<file path="config.mk">
export PLATFORM = sky130hd
export DESIGN_NAME = pcm_track_player
export DESIGN_NICKNAME = d
export VERILOG_FILES = /design/src/rtl/pcm_track_player.sv
export SDC_FILE = /design/constraint.sdc
export NUM_CORES = 1
export LEC_CHECK = 0
export ABC_AREA = 0
export ABC_CLOCK_PERIOD_IN_PS = 2710
export BUFFER_PORTS_ARGS = -buffer_cell sky130_fd_sc_hd__buf_2
export CAP_MARGIN = 20
export CORE_UTILIZATION = 50
export DETAILED_ROUTE_END_ITERATION = 10
export PLACE_DENSITY = 0.87
export SYNTH_ARGS = -nofsm -noshare
export SYNTH_HDL_FRONTEND = slang
export SYNTH_SLANG_ARGS = --single-unit
</file>
<file path="constraint.sdc">
create_clock -name DAC_LR_CLK -period 2.71 [get_ports DAC_LR_CLK]
set_clock_uncertainty 0.15 [all_clocks]
set_input_delay 0.4065 -clock DAC_LR_CLK [delete_from_list [all_inputs] [get_ports DAC_LR_CLK]]
set_output_delay 0.4065 -clock DAC_LR_CLK [all_outputs]
set_load 0.05 [all_outputs]
</file>
<file path="src/rtl/pcm_track_player.sv">
// rtl/pcm_track_player.sv - frame-rate PCM clip sequencer between sample ROM and DAC serialiser
// Optional VOLUME_ATTEN_EN adds a 4-bit arithmetic-shift attenuation port `vol`.
module pcm_track_player #(
  parameter int ADDR_W     = 18,
  parameter int DATA_W     = 16,
  parameter int NUM_TRACKS = 4,
  parameter int TRK_W      = 2,
  parameter logic [NUM_TRACKS*ADDR_W-1:0] START_ADDRS = {4{18'd0}},
  parameter logic [NUM_TRACKS*ADDR_W-1:0] END_ADDRS   = {4{18'd200000}}
) (
  input  logic              DAC_LR_CLK,
  input  logic              reset,
  input  logic              play_req,
  input  logic [TRK_W-1:0]  track_sel,
  input  logic              loop_mode,
  input  logic              pause,
  input  logic              stop_req,
  output logic [ADDR_W-1:0] rom_addr,
  output logic              rom_rden,
  input  logic [DATA_W-1:0] rom_q,
`ifdef VOLUME_ATTEN_EN
  input  logic [3:0]        vol,
`endif
  output logic [DATA_W-1:0] sample_out,
  output logic              busy,
  output logic [TRK_W-1:0]  cur_track,
  output logic              done
);

  typedef enum logic [2:0] {S_IDLE, S_START, S_PLAY, S_PAUSE, S_DRAIN} state_t;

  state_t            state, state_nxt;
  logic              loop_q, loop_nxt;
  logic [ADDR_W-1:0] addr_nxt;
  logic              rden_nxt;
  logic [DATA_W-1:0] sample_nxt;
  logic [TRK_W-1:0]  track_nxt;
  logic              done_nxt;

  logic [ADDR_W-1:0] cur_start, cur_end, sel_start;
  logic [DATA_W-1:0] rom_shaped;
  logic              sel_valid;

  assign cur_start = START_ADDRS[cur_track*ADDR_W +: ADDR_W];
  assign cur_end   = END_ADDRS[cur_track*ADDR_W +: ADDR_W];
  assign sel_start = START_ADDRS[track_sel*ADDR_W +: ADDR_W];
  assign sel_valid = 32'(track_sel) < NUM_TRACKS;
  assign busy      = (state != S_IDLE);

`ifdef VOLUME_ATTEN_EN
  assign rom_shaped = $signed(rom_q) >>> vol;
`else
  assign rom_shaped = rom_q;
`endif

  always_ff @(posedge DAC_LR_CLK) begin
    if (!reset) begin
      state      <= S_IDLE;
      loop_q     <= 1'b0;
      rom_addr   <= '0;
      rom_rden   <= 1'b0;
      sample_out <= '0;
      cur_track  <= '0;
      done       <= 1'b0;
    end else begin
      state      <= state_nxt;
      loop_q     <= loop_nxt;
      rom_addr   <= addr_nxt;
      rom_rden   <= rden_nxt;
      sample_out <= sample_nxt;
      cur_track  <= track_nxt;
      done       <= done_nxt;
    end
  end

  always_comb begin
    state_nxt  = state;
    loop_nxt   = loop_q;
    addr_nxt   = rom_addr;
    rden_nxt   = rom_rden;
    sample_nxt = sample_out;
    track_nxt  = cur_track;
    done_nxt   = 1'b0;

    case (state)
      S_IDLE: begin
        sample_nxt = '0;
        rden_nxt   = 1'b0;
      end
      S_START: begin
        sample_nxt = '0;
        if (cur_end == cur_start) begin
          rden_nxt  = 1'b0;
          state_nxt = S_DRAIN;
        end else begin
          addr_nxt  = rom_addr + 1'b1;
          state_nxt = S_PLAY;
        end
      end
      S_PLAY: begin
        // The in-flight sample is still taken on pause entry so it is not lost.
        sample_nxt = rom_shaped;
        if (pause) begin
          rden_nxt  = 1'b0;
          state_nxt = S_PAUSE;
        end else if (rom_addr == cur_end) begin
          if (loop_q) begin
            addr_nxt = cur_start;
          end else begin
            rden_nxt  = 1'b0;
            state_nxt = S_DRAIN;
          end
        end else begin
          addr_nxt = rom_addr + 1'b1;
        end
      end
      S_PAUSE: begin
        if (!pause) begin
          rden_nxt  = 1'b1;
          state_nxt = S_PLAY;
        end
      end
      S_DRAIN: begin
        sample_nxt = rom_shaped;
        done_nxt   = 1'b1;
        state_nxt  = S_IDLE;
      end
      default: state_nxt = S_IDLE;
    endcase

    if (play_req && sel_valid) begin
      state_nxt  = S_START;
      loop_nxt   = loop_mode;
      track_nxt  = track_sel;
      addr_nxt   = sel_start;
      rden_nxt   = 1'b1;
      sample_nxt = '0;
      done_nxt   = 1'b0;
    end

    // Stop outranks a simultaneous play; in IDLE it is a no-op.
    if (stop_req && busy) begin
      state_nxt  = S_IDLE;
      loop_nxt   = loop_q;
      track_nxt  = cur_track;
      addr_nxt   = rom_addr;
      rden_nxt   = 1'b0;
      sample_nxt = '0;
      done_nxt   = 1'b1;
    end
  end

endmodule
</file>
# == After elaboration in Yosys (flattened, before gate mapping) ==
# Index checks and enable logic that the tools add are counted.
# totals
inputBits,24
regBits,42
output_inout_bits,39
# op_classes
shifts,3
n_addsub,1
n_reduce_logical,15
mul,2
n_eq_ne,17
mux,24
bitwise,3
# ops
op,count
"variable part select 72 x 8 -> 18 bit, first input constant",3
two-way mux 18 bit,5
equality test 18 bit,2
case mux 18 bit (2 select lines),1
case mux 16 bit (2 select lines),1
"adder 18 x 1 -> 18 bit, second input constant",1
"inequality test 3 bit, second input constant",6
two-way mux 3 bit,5
"multiplier 2 x 4 -> 6 bit, second input constant",2
"inequality test 4 bit, second input constant",3
case mux 3 bit (4 select lines),1
two-way mux 1 bit,10
AND reduction 5 bit,2
AND reduction 4 bit,2
"equality test 3 x 2 -> 1 bit, second input constant",2
nonzero test 3 bit,2
OR reduction 2 bit,3
nonzero test 5 bit,1
"inequality test 2 bit, second input constant",2
case mux 1 bit (4 select lines),1
"equality test 3 x 1 -> 1 bit, second input constant",1
"equality test 3 bit, second input constant",1
zero test 3 bit,1
NOT 1 bit,3
other kinds (4),4

# == Depth between registers and ports, before layout ==
# Gate-level depths: netlist (run 1).
# depth
depth_word,7
depth_mapped,8
ltp_nobuf,7

# == Worst setup path after synthesis (run 1) ==
# No wires, ideal clock.
# synth_path
path_type,register to register
start,register rom_addr[0]
end,register rom_addr[15]
t_arrival_ns,2.255
path_slack_ns,0.183
n_path_buf,1
setup_time_ns,0.122
path_stages_with_launch,8
cell_sequence,dfxtp_1 inv_1 ha_1 or4b_4 nor4_4 a21oi_1 buf_6 a221o_1
# synth_via
elab_chain_cells,5
# synth_rtl
element,line_no,source
start: declaration,18,"output logic [ADDR_W-1:0] rom_addr,"
start signal: assignment,68,rom_addr <= addr_nxt;
adder 18 x 1 -> 18 bit / equality test 18 bit (equally long branches),"96, 114, 106",
two-way mux 18 bit,106,end else if (rom_addr == cur_end) begin
two-way mux 18 bit,103,if (pause) begin
case mux 18 bit (2 select lines),85,case (state)
two-way mux 18 bit,131,if (play_req && sel_valid) begin
# Parallel ways exist; a longest one is shown, timed or not. The select of a mux whose other input is x is not followed.
# A chain may end at the register's enable or synchronous reset.

# == Final worst setup path (run 1) ==
# layout_path
start,register rom_addr[0]
end,register rom_addr[10]
# Same word-level chain as after synthesis.

==> flow_metrics.py, run 1 <==
metrics = {
    "critical_path": {
        "cp.required_ns": 2.74,
        "cpPeakStageDelay_ns": 0.48,
        "reg2reg_from": "rom_addr[0]",
        "cp_slowest_cell": "or4b_4",
        "worstSetupStartpoint": "rom_addr[0]",
        "cp.arrival_ns": 2.61,
        "setup.worst_path.end_class": "flop",
        "crit_chain": "inv_1 -> ha_1 -> or4b_4 -> nor4_4 -> a21oi_1 -> buf_4 -> a221o_1",
        "criticalPathCategory": "flop to flop",
        "crit_fanout": 9,
        "worstSetupStartpointType": "flop",
    },
    "clock_network": {
        "htreeDepth": 2,
        "clockBufferDepth": 2,
        "post_cts_resize_count": 0,
        "cts_tree": "built",
        "insertion_delay_ns": 0.29,
        "clk_pin_slew_ns": 0.08,
        "cts_inserted_buffers": 5,
        "ctsHoldBuffers": 0,
        "clock-sinks": 42,
        "post-cts-setup-buffers": 0,
        "cts-root-buf": "clkbuf_8",
    },
    "routing": {
        "drtIter0Drc": 108,
        "viasPerCell": 5.66,
        "wirelength_um": 4510,
        "ant_nets": 0,
        "wl_per_cell_um": 13.4,
        "dr.pass1.iters": 4,
        "drc": 0,
        "num_vias": 1907,
    },
    "global_route": {
        "grt_max_degree": 19,
        "overflow": 0,
        "grt_pass1_wl_um": 7400,
        "grt_pass1_vias": 1697,
        "grt_usage": 0.224,
        "antenna_found_initial": 0,
    },
    "floorplan": {
        "ios": 63,
        "fp.dieW_um": 64.8,
        "start_util": 0.530,
        "core_area_mm2": 0.00372,
        "dieArea_mm2": 0.00419,
        "num_rows": 22,
        "dieHeight_um": 64.8,
    },
    "logic_synthesis": {
        "synth.distinct_cells": 49,
        "synthTopCellsByArea": "dfxtp_1 43%, nor2_1 6.7%, a22oi_1 6.1%",
        "synth-warning-count": 0,
        "syn_area_mm2": 0.00197,
        "syn_nets": 253,
        "async_flop_share": 0,
        "syn_area_per_cell_um2": 8.68,
        "synth_area_leader_cell": "dfxtp_1",
        "yosysSeqAreaShare": 0.427,
        "synthFlopType": "dfxtp_1",
        "synth_edf_count": 0,
        "synth_top_area_share": 0.427,
        "synth_seq_cells": 42,
        "syn_inst": 227,
    },
    "worst_hold_path": {
        "hp-class": "input pin to flop",
        "min-delay-start": "rom_q[10]",
    },
    "placement": {
        "gp_congestion": 0.818,
        "place_hpwl_um": 3270,
        "detailed_place.area_mm2": 0.00230,
        "dp.cells": 330,
        "dp_slack_ns": 0.137,
        "port-buffer-count": 62,
    },
    "timing": {
        "final_hold_viol_count": 0,
        "rsz0062_at_grt": "false",
        "fin_crit_sh": 0.954,
        "fmax_mhz": 387,
        "min_period_ns": 2.58,
        "worstMarginPinSlew_ns": 0.994,
        "setup_viol": 0,
        "setup_tns_ns": 0,
        "hold_ws_ns": 0.206,
        "relSlewSlack": 0.335,
        "drv_slew": 0,
        "finalWorstSetupSlack_ns": 0.126,
    },
    "cells_and_area": {
        "fillers": 340,
        "postLayoutCellArea_mm2": 0.00238,
        "drive_gt1_frac": 0.284,
        "fin_util": 0.641,
        "finalNonFillerCells": 337,
        "num_antenna_cells": 0,
        "nets": 315,
        "area_growth_pct": 20.9,
    },
    "power": {
        "total_power_mw": 1.11,
        "cellPowerDensity_mw_per_mm2": 467,
        "ir_worst_vdd_v": 0.000228,
        "leakagePower_nw": 1.07,
    },
    "outcome": {
        "status": "finished, final reports clean",
    },
    "run": {
        "cap_violations": 0,
    },
}
==> layout make-up <==
| type | instances | area (µm²) | share of cell area |
|---|---|---|---|
| timing repair buffer | 65 | 333 | 0.140 |
| tap | 48 | 60.1 | 0.0252 |
| sequential | 42 | 841 | 0.353 |
| clock inverter | 2 | 10.0 | 0.00420 |
| multi-input combinational | 166 | 1030 | 0.435 |
| clock buffer | 5 | 68.8 | 0.0289 |
| inverter | 9 | 33.8 | 0.0142 |
==> cells in the final DEF (no fill, tap or decap), types with 3 or more instances in the layout <==
master,count
buf_4,3
inv_1,8
a22oi_1,16
a31oi_1,3
nand4_1,3
clkbuf_8,5
a21oi_1,4
nand2_1,20
and3_1,10
nor2_1,35
nor3b_1,3
dfxtp_1,42
a221o_1,8
o211ai_1,4
nand3_1,10
buf_2,62
nor3_1,4
o21ai_0,6
a21boi_0,3
==> Yosys cell counts (2+ instances only) <==
cell type and instances:
a22oi_1 16, and3_1 10, a31oi_1 3, a221o_1 8
o211a_1 2, ha_1 2, nor3b_1 3, or3b_2 2
buf_6 3, nand3_1 10, a21boi_0 3, o21ai_0 6
nand3b_1 2, nor3_1 4, dfxtp_1 42, or3_1 2
nand2_1 20, o211ai_1 4, or2_2 2, a211o_1 2
nand4_1 3, a21oi_1 4, nor2_1 35, clkbuf_1 7
inv_1 8
==> registers in the layout, indices dropped and copies added, names as in the netlist <==
| register | count |
|---|---|
| cur_track | 2 |
| done | 1 |
| loop_q | 1 |
| rom_addr | 18 |
| rom_rden | 1 |
| sample_out | 16 |
| state | 3 |
==> critical path, delay by kind of cell (launching register included) <==
family,cells,cell delay [ns]
AOI/OAI and AO/OA,2,0.59
adders and majority gates,1,0.16
buffers and inverters,2,0.36
DFF,1,0.35
and+or+nand+nor,2,0.86
==> report_power, final <==
part / internal, mW / switching [mW] / total (mW)
Combinational: 0.0346 / 0.0708 / 0.105
Clock: 0.173 / 0.203 / 0.376
Sequential: 0.624 / 0.00634 / 0.631
Total: 0.832 / 0.280 / 1.11
==> final timing paths <==
kind / to / slack (ns) / depth (start not counted)
setup / recovery: rom_addr[10] / 0.13 / 7
hold / removal: sample_out[10] / 0.21 / 3
setup reg to reg: rom_addr[10] / 0.13 / 7
hold reg to reg: cur_track[0] / 0.34 / 2
==> layer usage <==
metal	routed length, µm	track usage	vias up
met2	2160	0.396	68
met1	2060	0.271	876
met4	37	0.0778	0
met3	250	0.0370	4
met5	0	0	-
li1	-	-	959
==> logic make-up (layout without fill, tap and decap cells) <==
| logic type | count (synthesis) | after routing | synth area share |
|---|---|---|---|
| AOI/OAI and AO/OA | 58 | 58 | 0.224 |
| DFF | 42 | 42 | 0.427 |
| and+or+nand+nor | 103 | 103 | 0.275 |
| adders and majority gates | 3 | 3 | 0.0178 |
| xor gates and xnor gates | 2 | 2 | 0.00890 |
| buffers and inverters | 19 | 81 | 0.0476 |
No activity file was read; power rests on OpenSTA's default activity.
==> inputs of run 2 (changes only) <==
--- a/config.mk
+++ b/config.mk
@@ -9,9 +9,11 @@
 export ABC_CLOCK_PERIOD_IN_PS = 2710
 export BUFFER_PORTS_ARGS = -buffer_cell sky130_fd_sc_hd__buf_2
 export CAP_MARGIN = 20
-export CORE_UTILIZATION = 50
+export CORE_UTILIZATION = 52
+export CTS_BUF_LIST = sky130_fd_sc_hd__clkbuf_8
 export DETAILED_ROUTE_END_ITERATION = 10
-export PLACE_DENSITY = 0.87
+export HOLD_SLACK_MARGIN = 0.1
+export PLACE_DENSITY = 0.89
 export SYNTH_ARGS = -nofsm -noshare
 export SYNTH_HDL_FRONTEND = slang
 export SYNTH_SLANG_ARGS = --single-unit
==> run 2 against run 1 <==
Flip-flop and latch count stayed put. Global-route usage grew 1.0 points. Via count increased by 0.10%. Fmax up 2.8%. First-iteration DRC count rose by 37%. Worst setup slack improved by 0.070 ns. Clock-buffer cell count is the same. Sequential power is essentially flat. Register-to-register slack improved by 0.07 ns. Final cell count shrank 0.59%. Largest cell class unchanged.
==> flow_metrics.py, run 2 (synthesized netlist as in run 1, its figures left out) <==
metrics = {
    "outcome": {
        "status": "finished, final reports clean",
    },
    "timing": {
        "fmax_mhz": 398,
        "setup_tns_ns": 0,
        "finalWorstSetupSlack_ns": 0.195,
        "setup_viol": 0,
        "min_period_ns": 2.51,
        "fin_crit_sh": 0.928,
        "relSlewSlack": 0.331,
        "drv_slew": 0,
        "rsz0062_at_grt": "false",
        "worstMarginPinSlew_ns": 1.00,
        "final_hold_viol_count": 0,
    },
    "critical_path": {
        "cp.arrival_ns": 2.57,
        "setup.worst_path.end_class": "flop",
        "ff2ff_setup_slack_ns": 0.20,
        "worstSetupStartpointType": "flop",
        "crit_fanout": 9,
        "cp.required_ns": 2.76,
        "reg2reg_from": "rom_addr[0]",
        "criticalPathCategory": "flop to flop",
        "reg2reg_depth": 7,
        "reg2reg_to": "rom_addr[3]",
    },
    "clock_network": {
        "htreeDepth": 2,
        "post-cts-setup-buffers": 0,
        "clock-sinks": 42,
        "clk_pin_slew_ns": 0.09,
        "post_cts_resize_count": 0,
        "cts-root-buf": "clkbuf_8",
        "insertion_delay_ns": 0.31,
        "clockBufferDepth": 2,
        "ctsHoldBuffers": 0,
        "cts_tree": "built",
        "cts_inserted_buffers": 5,
    },
    "floorplan": {
        "ios": 63,
        "start_util": 0.568,
        "num_rows": 21,
        "dieArea_mm2": 0.00404,
        "fp.dieW_um": 63.5,
        "dieHeight_um": 63.5,
        "core_area_mm2": 0.00347,
    },
    "placement": {
        "place_hpwl_um": 3140,
        "gp_congestion": 0.850,
        "port-buffer-count": 62,
        "dp_slack_ns": 0.223,
    },
    "cells_and_area": {
        "reg.largest.list": "rom_addr: 18 flops, sample_out: 16 flops, state: 3 flops",
        "layout_common_cells": "62 x buf_2, 42 x dfxtp_1, 35 x nor2_1, 20 x nand2_1, 16 x a22oi_1",
        "area_growth_pct": 22.2,
        "seq_area_um2": 841,
        "fin_util": 0.694,
        "multi_input_area_mm2": 0.00103,
        "drive_gt1_frac": 0.284,
        "layout_commonest_cell": "buf_2",
        "fillers": 282,
        "largest_register_ffs": 18,
        "regMostFlops": "rom_addr",
        "nets": 314,
        "num_antenna_cells": 0,
    },
    "power": {
        "power_frac_seq": 0.510,
        "combPwrFrac": 0.083,
        "cellPowerDensity_mw_per_mm2": 515,
        "internal_power_mw": 0.932,
        "ir_worst_vdd_v": 0.000407,
        "clkPwrFrac": 0.407,
        "switchingPower_mw": 0.308,
        "p_sw_frac": 0.249,
        "leakagePower_nw": 1.08,
    },
    "worst_hold_path": {
        "hp-class": "input pin to flop",
        "whs_endpoint": "sample_out[10]",
        "whs_path_depth": 3,
        "min-delay-start": "rom_q[10]",
    },
    "routing": {
        "wirelength_um": 4500,
        "dr.pass1.iters": 5,
        "ant_nets": 0,
        "wl_per_cell_um": 13.4,
        "drc": 0,
        "num_vias": 1909,
        "viasPerCell": 5.70,
        "drtIter0Drc": 148,
    },
    "run": {
        "cap_violations": 0,
    },
    "global_route": {
        "grt_max_degree": 19,
        "grt_pass1_wl_um": 7440,
        "grt_usage": 0.234,
        "overflow": 0,
        "grt_pass1_vias": 1677,
        "antenna_found_initial": 0,
    },
}
-- run 2: cell types whose count changed in the layout (fill, tap and decap cells not counted) --
cell        change
bufinv_16       +1
buf_4           -1
clkinvlp_4      +2
clkinv_2        -2
-- run 2: stage by stage --
step	std cells	total power [mW]	hold slack, ns	area, µm²
after floorplan	227	0.716	0.316	1970
after detailed placement	327	0.749	0.305	2290
after global placement	327	0.747	0.298	2290
after global routing	335	1.28	0.194	2410
final	335	1.24	0.183	2410
after CTS	335	1.25	0.183	2410
-- run 2: worst max path at each step --
stage / depth (start not counted) / start / to / slack, ns
floorplan: 7 / rom_addr[0] / rom_addr[15] / 0.18
global placement: 7 / rom_addr[0] / rom_addr[10] / 0.28
detailed placement: 7 / rom_addr[0] / rom_addr[3] / 0.22
CTS: 7 / rom_addr[0] / rom_addr[3] / 0.20
global route: 7 / rom_addr[0] / rom_addr[10] / 0.008
finish: 7 / rom_addr[0] / rom_addr[3] / 0.20
-- run 2: routing by layer --
layer | vias up | GRT usage | wire length, µm
li1 | 963 | - | -
met1 | 871 | 0.297 | 2100
met2 | 70 | 0.363 | 2040
met3 | 5 | 0.0779 | 316
met4 | 0 | 0.0909 | 56
met5 | - | 0 | 0
-- run 2: power by group through the flow --
stage	sequential [mW]	combinational, mW	clock (mW)
finish	0.632	0.103	0.505
global route	0.633	0.114	0.533
CTS	0.632	0.103	0.511
detailed placement	0.646	0.102	0
global placement	0.646	0.101	0
floorplan	0.661	0.0552	0
-- run 2: layout make-up --
cell class,instances,area share
inverter,9,0.0140
sequential,42,0.349
multi-input combinational,166,0.430
timing repair buffer,64,0.135
clock inverter,3,0.0187
clock buffer,5,0.0286
tap,46,0.0239
-- run 2: critical path, cell delays in order (launching register included) --
cell and delay, ns:
dfxtp_1 0.35, inv_1 0.10, ha_1 0.14, or4b_4 0.46
nor4_4 0.38, a21oi_1 0.29, buf_4 0.25, a221o_1 0.28
